## src/rtl/stepper_pkg.sv

```systemverilog
// rtl/stepper_pkg.sv - shared drive-mode codes, FSM states and mode normalisation for stepper_seq
package stepper_pkg;

  localparam logic [1:0] MODE_WAVE = 2'd0;
  localparam logic [1:0] MODE_FULL = 2'd1;
  localparam logic [1:0] MODE_HALF = 2'd2;

  typedef enum logic {
    ST_IDLE = 1'b0,
    ST_RUN  = 1'b1
  } state_e;

  // The reserved code 3 collapses to wave so the decoder only ever sees three modes.
  function automatic logic [1:0] norm_mode(input logic [1:0] m);
    case (m)
      MODE_FULL: norm_mode = MODE_FULL;
      MODE_HALF: norm_mode = MODE_HALF;
      default:   norm_mode = MODE_WAVE;
    endcase
  endfunction

endpackage

```

## src/rtl/stepper_prescaler.sv

```systemverilog
// rtl/stepper_prescaler.sv - step-rate divider; one tick every div clocks while run is high
module stepper_prescaler #(
  parameter int DIV_W = 16
) (
  input  logic             clk,
  input  logic             rst,
  input  logic             run,
  input  logic             clear,
  input  logic [DIV_W-1:0] div,
  output logic             tick
);

  logic [DIV_W-1:0] cnt_q, cnt_d, div_eff;

  // A compare of >= lets a mid-move reduction of div take effect without waiting for a wrap.
  always_comb begin
    div_eff = (div == '0) ? DIV_W'(1) : div;
    tick    = run && (cnt_q >= div_eff - DIV_W'(1));
    cnt_d   = cnt_q;
    if (clear)     cnt_d = '0;
    else if (tick) cnt_d = '0;
    else if (run)  cnt_d = cnt_q + DIV_W'(1);
  end

  always_ff @(posedge clk) begin
    if (rst) cnt_q <= '0;
    else     cnt_q <= cnt_d;
  end

endmodule

```

## src/rtl/stepper_seq.sv

```systemverilog
// rtl/stepper_seq.sv - N-phase stepper sequencer with wave/full/half modes and counted moves
module stepper_seq
  import stepper_pkg::*;
#(
  parameter int PHASES = 4,
  parameter int DIV_W  = 16,
  parameter int CNT_W  = 16,
  parameter int POS_W  = 24
) (
  input  logic              clk,
  input  logic              rst,
  input  logic              enable,
  input  logic              start,
  input  logic              dir,
  input  logic [1:0]        mode,
  input  logic [DIV_W-1:0]  div,
  input  logic [CNT_W-1:0]  steps,
  input  logic              abort,
  output logic              busy,
  output logic              done,
  output logic              aborted,
  output logic [POS_W-1:0]  pos,
  output logic [PHASES-1:0] coils
);

  localparam int IDX_N = 2 * PHASES;
  localparam int IW    = $clog2(IDX_N);
  localparam logic [IW:0]       IDX_NV = (IW+1)'(IDX_N);
  localparam logic [PHASES-1:0] ONE    = PHASES'(1);

  state_e            state_q, state_d;
  logic [IW-1:0]     idx_q, idx_d, idx_step;
  logic [1:0]        mode_q, mode_d;
  logic              dir_q, dir_d;
  logic [CNT_W-1:0]  rem_q, rem_d;
  logic [POS_W-1:0]  pos_q, pos_d;
  logic [PHASES-1:0] coils_q, coils_d;
  logic              busy_q, busy_d, done_q, done_d, aborted_q, aborted_d;
  logic              accept, tick;
  logic [IW:0]       idx_ext, delta, idx_fwd, idx_rev;

  function automatic logic [PHASES-1:0] pattern(input logic [IW-1:0] i, input logic [1:0] m);
    int c, n;
    logic [PHASES-1:0] p;
    c = int'(i >> 1);
    n = (c + 1 == PHASES) ? 0 : c + 1;
    p = ONE << c;
    if (m == MODE_FULL || (m == MODE_HALF && i[0])) p = p | (ONE << n);
    return p;
  endfunction

  stepper_prescaler #(.DIV_W(DIV_W)) u_prescaler (
    .clk   (clk),
    .rst   (rst),
    .run   (state_q == ST_RUN && enable),
    .clear (accept),
    .div   (div),
    .tick  (tick)
  );

  // Index moves by one in half-step and by two otherwise, wrapping in both directions.
  always_comb begin
    idx_ext  = {1'b0, idx_q};
    delta    = (mode_q == MODE_HALF) ? (IW+1)'(1) : (IW+1)'(2);
    idx_fwd  = idx_ext + delta;
    if (idx_fwd >= IDX_NV) idx_fwd = idx_fwd - IDX_NV;
    idx_rev  = (idx_ext >= delta) ? idx_ext - delta : idx_ext + IDX_NV - delta;
    idx_step = dir_q ? idx_fwd[IW-1:0] : idx_rev[IW-1:0];
  end

  always_comb begin
    accept    = (state_q == ST_IDLE) && start && !abort;
    state_d   = state_q;
    idx_d     = idx_q;
    mode_d    = mode_q;
    dir_d     = dir_q;
    rem_d     = rem_q;
    pos_d     = pos_q;
    done_d    = 1'b0;
    aborted_d = 1'b0;
    case (state_q)
      ST_IDLE: begin
        if (accept) begin
          dir_d  = dir;
          mode_d = norm_mode(mode);
          rem_d  = steps;
          if (steps == '0) done_d  = 1'b1;
          else             state_d = ST_RUN;
        end
      end
      default: begin
        if (abort) begin
          state_d   = ST_IDLE;
          done_d    = 1'b1;
          aborted_d = 1'b1;
        end else if (tick) begin
          idx_d = idx_step;
          pos_d = dir_q ? pos_q + POS_W'(1) : pos_q - POS_W'(1);
          rem_d = rem_q - CNT_W'(1);
          if (rem_q == CNT_W'(1)) begin
            state_d = ST_IDLE;
            done_d  = 1'b1;
          end
        end
      end
    endcase
    busy_d  = (state_d == ST_RUN);
    coils_d = enable ? pattern(idx_d, mode_d) : '0;
  end

  always_ff @(posedge clk) begin
    if (rst) begin
      state_q   <= ST_IDLE;
      idx_q     <= '0;
      mode_q    <= MODE_WAVE;
      dir_q     <= 1'b0;
      rem_q     <= '0;
      pos_q     <= '0;
      coils_q   <= ONE;
      busy_q    <= 1'b0;
      done_q    <= 1'b0;
      aborted_q <= 1'b0;
    end else begin
      state_q   <= state_d;
      idx_q     <= idx_d;
      mode_q    <= mode_d;
      dir_q     <= dir_d;
      rem_q     <= rem_d;
      pos_q     <= pos_d;
      coils_q   <= coils_d;
      busy_q    <= busy_d;
      done_q    <= done_d;
      aborted_q <= aborted_d;
    end
  end

  assign busy    = busy_q;
  assign done    = done_q;
  assign aborted = aborted_q;
  assign pos     = pos_q;
  assign coils   = coils_q;

endmodule
```

## config.mk

```make
export PLATFORM = sky130hd
export DESIGN_NAME = stepper_seq
export DESIGN_NICKNAME = d
export VERILOG_FILES = /design/src/rtl/stepper_pkg.sv /design/src/rtl/stepper_prescaler.sv /design/src/rtl/stepper_seq.sv
export SDC_FILE = /design/constraint.sdc
export NUM_CORES = 1
export LEC_CHECK = 0
export ABC_AREA = 1
export ABC_CLOCK_PERIOD_IN_PS = 5200
export CAP_MARGIN = 30
export CORE_MARGIN = 4
export CORE_UTILIZATION = 55
export DETAILED_ROUTE_END_ITERATION = 8
export PLACE_DENSITY = 0.91
export RECOVER_POWER = 100
export SLEW_MARGIN = 20
export SYNTH_ARGS = -nofsm -noshare
export SYNTH_HDL_FRONTEND = slang
export SYNTH_SLANG_ARGS = --single-unit
```

## constraint.sdc

```tcl
create_clock -name clk -period 5.2 [get_ports clk]
set_input_delay 1.3 -clock clk [delete_from_list [all_inputs] [get_ports clk]]
set_output_delay 1.3 -clock clk [all_outputs]
set_load 0.02 [all_outputs]
```

==> flow_metrics.tcl, run 1 <==
set metrics [dict create \
    finalNetCount 941 \
    setup_violations 0 \
    post_cts_resized 0 \
    outcome "complete, no violations" \
    place_hpwl_um 9703 \
    endpoint_required_time_on_the_critical_path_ns 5.42 \
    totalNegativeSetupSlack_ns 0 \
    p_leak_nw 3.017 \
    worstMarginPinSlew_ns 0.9092 \
    floorplan.initialDensity 0.5690 \
    multi_input_gate_area_sq_um 3473 \
    critical_register_to_register_path_startpoint "dir_q$_SDFFE_PP0P_" \
    cts-hold-fix-buffers 0 \
    num-fill-cells 797 \
    cts_setup_buffers 0 \
    design.portCount 71 \
    dr.pass1.iters 7 \
    ys_seq_elements 69 \
    crit_path_start_kind "input port" \
    path_max_fanout 6 \
    irDropWorstVdd_v 0.0001381 \
    postLayoutCellArea_sq_um 6320 \
    met2RoutedLength_um 5913 \
    wirelength_um 12580 \
    maximum_number_of_pins_on_one_net_before_global_route_repair 28 \
    slowest_stage "sky130_fd_sc_hd__clkdlybuf4s50_1" \
    placementRows 35 \
    ant_nets 0 \
    max_stage_delay_ns 0.46 \
    drt-initial-drc-count 349 \
    ff2ff_setup_slack_ns 2.34 \
    synth_area_sq_um 5283 \
    number_of_global_route_vias_before_repair 4921 \
    post-route-drc-count 0 \
    maxCapViolations 0 \
    critical_path.reg2reg.endpoint "pos[14]$_SDFFE_PP0P_" \
    worst_hold_path.num_cells 2 \
    tritoncts "done" \
    synth_area_leaders "sky130_fd_sc_hd__dfxtp_1 (26%), sky130_fd_sc_hd__nand2_1 (12%), sky130_fd_sc_hd__ha_1 (12%)" \
    die_h_um 106.0 \
    ratio_of_final_minimum_period_to_clock_period 0.9239 \
    placed_cells 967 \
    syn_nets 869 \
    antenna_violations_before_repair 0 \
    antenna_cells_inserted 0 \
    final_max_slew_viols 0 \
    tightest_hold_check_type "register to register" \
    crit_type "input port to register" \
    synth_enable_flop_cells 0 \
    cts_num_sinks 69 \
    ys_types 46 \
    core-area_sq_um 9284 \
    synth.yosys.seq_area_share 0.2615 \
    post_synth_most_frequent_cells "sky130_fd_sc_hd__nand2_1 (167), sky130_fd_sc_hd__inv_1 (86), sky130_fd_sc_hd__nor2_1 (81), sky130_fd_sc_hd__a21oi_1 (75), sky130_fd_sc_hd__dfxtp_1 (69)" \
    area_growth_pct 19.64 \
    end_kind "register" \
    cts_inserted_buffers 9 \
    netlist.top_cell.by_area "sky130_fd_sc_hd__dfxtp_1" \
    p_per_area_nw_per_um2 207.9 \
    min_period_ns 4.804 \
    hold_path.startpoint "rem_q[7]$_SDFFE_PP0P_" \
    postSynth.topFlopCell "sky130_fd_sc_hd__dfxtp_1" \
    clock_latency_ns 0.36 \
    syn-instance-count 777 \
    cts.reportedPaths.clkPinSlew_ns 0.08 \
    routedWlPerCell_um 12.80 \
    grtUsageTotal 0.2256 \
    critical-path-top-cell-by-count "sky130_fd_sc_hd__nand2_1" \
    p_total_w 0.001314 \
    cts_buffer_depth 2 \
    stdcell_count 983 \
    netlist.area_leader.share 0.2615 \
    detailroute.wirelength.met3_um 880 \
    arrival_ns 5.03 \
    global_route_wire_length_before_repair_um 21310 \
    placedInstanceArea_sq_um 6116 \
    number_of_vias_in_the_routed_layout 5273 \
    horizontal_extent_of_the_die_um 106.0 \
    finalClockSkew_ns 0.01216 \
    route.layer.met1.wl_um 5661 \
    reg2reg_depth 11 \
    die_area_sq_um 11240 \
    buffer_ports.inserted 70 \
    fmax_mhz 208.2 \
    ys.warnings.count 0 \
    worst_slew_margin_rel 0.3932 \
    clockRootBuffer "sky130_fd_sc_hd__clkbuf_8" \
    synthMostInstantiatedCell "sky130_fd_sc_hd__nand2_1" \
    highest_layer "met4" \
    finalHoldViolations 0 \
    hold_ws_ns 0.4969 \
    cts.htree.levels 3 \
    average_cell_area_after_synthesis_sq_um 6.799 \
    place.gp.congestion 0.9816 \
    overflow 0 \
    post_route_cells_drive_above_1_share 0.05621 \
    ff_latch_area_sq_um 1381 \
    synth_async_sr_flop_share 0 \
    routed_via_density 5.364 \
    worstHoldEndpoint "rem_q[7]$_SDFFE_PP0P_" \
]
## flip-flops by register name (all words and copies together) (netlist names)
signal,cells
pos,24
rem_q,16
u_prescaler.cnt_q,16
coils,4
idx_q,3
mode_q,2
aborted,1
busy,1
dir_q,1
done,1
## layout make-up
| type | instances | area share |
|---|---|---|
| clock buffer | 9 | 0.01960 |
| multi-input combinational | 601 | 0.5496 |
| sequential | 69 | 0.2186 |
| timing repair buffer | 76 | 0.1164 |
| tap | 129 | 0.02554 |
| inverter | 92 | 0.05464 |
| clock inverter | 7 | 0.01564 |
## cell usage in the layout, fill, tap and decap left out, drive strengths merged, types with 2 or more instances in the layout
| cell type | n |
|---|---|
| o21ai | 63 |
| clkdlybuf4s50 | 37 |
| nand4 | 16 |
| nor3b | 3 |
| o211ai | 2 |
| ha | 49 |
| or2 | 7 |
| o21a | 2 |
| nor4 | 5 |
| nor3 | 11 |
| o31ai | 2 |
| xnor2 | 19 |
| inv | 92 |
| a211oi | 2 |
| clkbuf | 12 |
| clkinv | 4 |
| o21bai | 2 |
| a21oi | 75 |
| a21o | 2 |
| a21boi | 2 |
| fa | 3 |
| nor2 | 85 |
| nand3b | 3 |
| nand3 | 38 |
| nand2 | 171 |
| a31oi | 11 |
| buf | 3 |
| dlygate4sd3 | 33 |
| dfxtp | 69 |
| xor2 | 26 |
| bufinv | 2 |
## worst max path at each step
stage            start                   to  slack [ns]  cells past startpoint
2_1_floorplan   div[1]  coils[0]$_SDFF_PP1_        0.73                     26
3_3_place_gp    div[6]  coils[0]$_SDFF_PP1_        0.12                     27
3_5_place_dp   div[12]  coils[0]$_SDFF_PP1_       -0.02                     27
4_1_cts        div[12]  coils[0]$_SDFF_PP1_        0.34                     27
5_1_grt        div[12]  coils[0]$_SDFF_PP1_       -0.04                     30
6_report       div[13]  coils[0]$_SDFF_PP1_        0.40                     30
## per-layer routing
layer,global-route usage,vias up
met1,0.2981,2345
met5,0,-
met2,0.3793,191
met4,0.05180,0
met3,0.04614,14
li1,-,2723
## metrics by stage
step                      utilization  setup slack [ns]
after global routing           0.6807          -0.03605
after global placement         0.6588            0.1193
after CTS                      0.6827            0.3394
after floorplan                     -            0.7309
after detailed placement       0.6588          -0.02255
final                          0.6807            0.3960
## power breakdown
group	switching, W	total (W)	internal (W)
registers	0.0000117	0.000552	0.000540
clock network	0.000226	0.000499	0.000272
logic	0.000163	0.000263	0.000101
total	0.000401	0.00131	0.000913
## cells by family (layout without fill, tap and decap cells)
kind of cell    after synthesis  count (layout)  share of synthesized area
fa+ha+maj                    52              52                     0.1274
flops                        69              69                     0.2615
buf+inv                     107             184                    0.07935
compound gates              164             164                     0.1670
mux                           1               1                   0.002132
simple gates                339             339                     0.2880
xor+xnor                     45              45                    0.07461
## critical path: cells and delay by family
| kind | cells | cell delay [ns] |
|---|---|---|
| and+or+nand+nor | 20 | 1.98 |
| buffers and inverters | 6 | 0.82 |
| xor gates and xnor gates | 1 | 0.12 |
| adders and majority gates | 3 | 0.79 |
Power figures use the tool's default switching activity.
==> run 2, diff against run 1 <==
Settings changed: SETUP_SLACK_MARGIN from default to 0.15.
==> flow_metrics.tcl, run 2 (synthesized netlist as in run 1, its figures left out) <==
set metrics [dict create \
    post_route_cells_drive_above_1_share 0.05972 \
    placementRows 35 \
    worst_slew_margin_rel 0.3935 \
    switchingPower_w 0.0003974 \
    worstMarginPinSlew_ns 0.9087 \
    number_of_vias_in_the_routed_layout 5305 \
    routedWlPerCell_um 12.79 \
    internal_power_w 0.0009130 \
    finalHoldViolations 0 \
    maximum_number_of_pins_on_one_net_before_global_route_repair 28 \
    place_hpwl_um 9703 \
    finalClockSkew_ns 0.01212 \
    post_cts_resized 0 \
    crit_path_start_kind "input port" \
    worst_hold_path.num_cells 2 \
    largest_register_ffs 24 \
    global_route_wire_length_before_repair_um 21310 \
    finalNetCount 941 \
    max_stage_delay_ns 0.46 \
    outcome "complete, no violations" \
    ff2ff_setup_slack_ns 2.33 \
    p_total_w 0.001310 \
    final_max_slew_viols 0 \
    worstHoldEndpoint "rem_q[7]$_SDFFE_PP0P_" \
    cts_num_sinks 69 \
    cts.htree.levels 3 \
    die_area_sq_um 11240 \
    slowest_stage "sky130_fd_sc_hd__clkdlybuf4s50_1" \
    min_period_ns 4.807 \
    cts-hold-fix-buffers 0 \
    worst_slack_ns 0.3935 \
    cts_inserted_buffers 9 \
    die_h_um 106.0 \
    rsz0062_at_grt "false" \
    tritoncts "done" \
    post-route-drc-count 0 \
    arrival_ns 5.02 \
    core-area_sq_um 9284 \
    layout_common_cells "sky130_fd_sc_hd__nand2_1 (167), sky130_fd_sc_hd__inv_1 (86), sky130_fd_sc_hd__nor2_1 (78), sky130_fd_sc_hd__a21oi_1 (75), sky130_fd_sc_hd__dfxtp_1 (69)" \
    buffer_ports.inserted 70 \
    hold_path.startpoint "rem_q[7]$_SDFFE_PP0P_" \
    critical_register_to_register_path_startpoint "dir_q$_SDFFE_PP0P_" \
    comb_power_share 0.201 \
    end_kind "register" \
    clock_latency_ns 0.35 \
    cts_buffer_depth 2 \
    critical_path.reg2reg.endpoint "pos[14]$_SDFFE_PP0P_" \
    reg2reg_depth 11 \
    setup_violations 0 \
    maxCapViolations 0 \
    power.switching_fraction 0.3033 \
    final_core_util 0.6814 \
    ant_nets 0 \
    p_leak_nw 3.021 \
    area_growth_pct 19.75 \
    hold_ws_ns 0.4996 \
    antenna_cells_inserted 0 \
    grtUsageTotal 0.2256 \
    irDropWorstVdd_v 0.0001379 \
    overflow 0 \
    tightest_hold_check_type "register to register" \
    crit_type "input port to register" \
    floorplan.initialDensity 0.5690 \
    dr.pass1.iters 5 \
    fmax_mhz 208.1 \
    antenna_violations_before_repair 0 \
    placedInstanceArea_sq_um 6116 \
    wirelength_um 12570 \
    place.gp.congestion 0.9816 \
    drt-initial-drc-count 439 \
    cp-startpoint "div[13]" \
    clockRootBuffer "sky130_fd_sc_hd__clkbuf_8" \
    number_of_global_route_vias_before_repair 4921 \
    critical-path-top-cell-by-count "sky130_fd_sc_hd__nand2_1" \
    clkPwrFrac 0.378 \
    layout_commonest_cell "sky130_fd_sc_hd__nand2_1" \
    horizontal_extent_of_the_die_um 106.0 \
    p_per_area_nw_per_um2 207.1 \
    ratio_of_final_minimum_period_to_clock_period 0.9243 \
    endpoint_required_time_on_the_critical_path_ns 5.42 \
    routed_via_density 5.397 \
    design.portCount 71 \
    pre_cts_ws_ns -0.02255 \
    cts.reportedPaths.clkPinSlew_ns 0.08 \
    power.sequential.fraction 0.421 \
    postLayoutCellArea_sq_um 6326 \
    path_max_fanout 6 \
    cts_setup_buffers 0 \
]
run 2: changes by cell type in the layout (fill, tap and decap cells not counted), sizes merged:
cell / delta
buf: -1
dlymetal6s2s: +1
clkbuf: +1
clkdlybuf4s50: -1
run 2: critical path, delay by kind of cell:
| family | cells | cell delay [ns] |
|---|---|---|
| buffers and inverters | 6 | 0.80 |
| XOR/XNOR | 1 | 0.12 |
| AND/OR/NAND/NOR | 20 | 2.00 |
| adder cells (fa/ha/maj) | 3 | 0.78 |
run 2: worst max path at each step:
stage	depth (start not counted)	slack (ns)	to
final	30	0.39	coils[0]$_SDFF_PP1_
after CTS	27	0.34	coils[0]$_SDFF_PP1_
after global routing	30	0.06	coils[0]$_SDFF_PP1_
after floorplan	26	0.73	coils[0]$_SDFF_PP1_
after detailed placement	27	-0.02	coils[0]$_SDFF_PP1_
after global placement	27	0.12	coils[0]$_SDFF_PP1_
run 2: area by class of cell:
type / count / area (sq um)
flip-flops and latches: 69 / 1381
multi-input cells: 601 / 3481
fillers: 797 / 2958
clock buffers: 9 / 123.9
well taps: 129 / 161.4
repair buffers: 76 / 734.5
clock inverters: 7 / 98.84
inverters: 92 / 345.3
run 2: layer usage:
layer / vias up / track usage / routed length (um)
li1: 2725 / - / -
met1: 2349 / 0.2981 / 5595
met4: 0 / 0.05180 / 154
met5: - / 0 / 0
met2: 211 / 0.3793 / 5881
met3: 20 / 0.04614 / 937
run 2: power by group through the flow:
stage          Combinational (W)  Sequential [W]  Clock, W
2_1_floorplan           0.000181        0.000562         0
5_1_grt                 0.000297        0.000553  0.000527
6_report                0.000263        0.000552  0.000496
3_3_place_gp            0.000253        0.000563         0
3_5_place_dp            0.000260        0.000564         0
4_1_cts                 0.000263        0.000551  0.000500
run 2: stage by stage:
| step | cells | TNS [ns] |
|---|---|---|
| floorplan | 777 | 0 |
| global placement | 967 | 0 |
| detailed placement | 967 | -0.02255 |
| CTS | 983 | 0 |
| global route | 983 | 0 |
| finish | 983 | 0 |
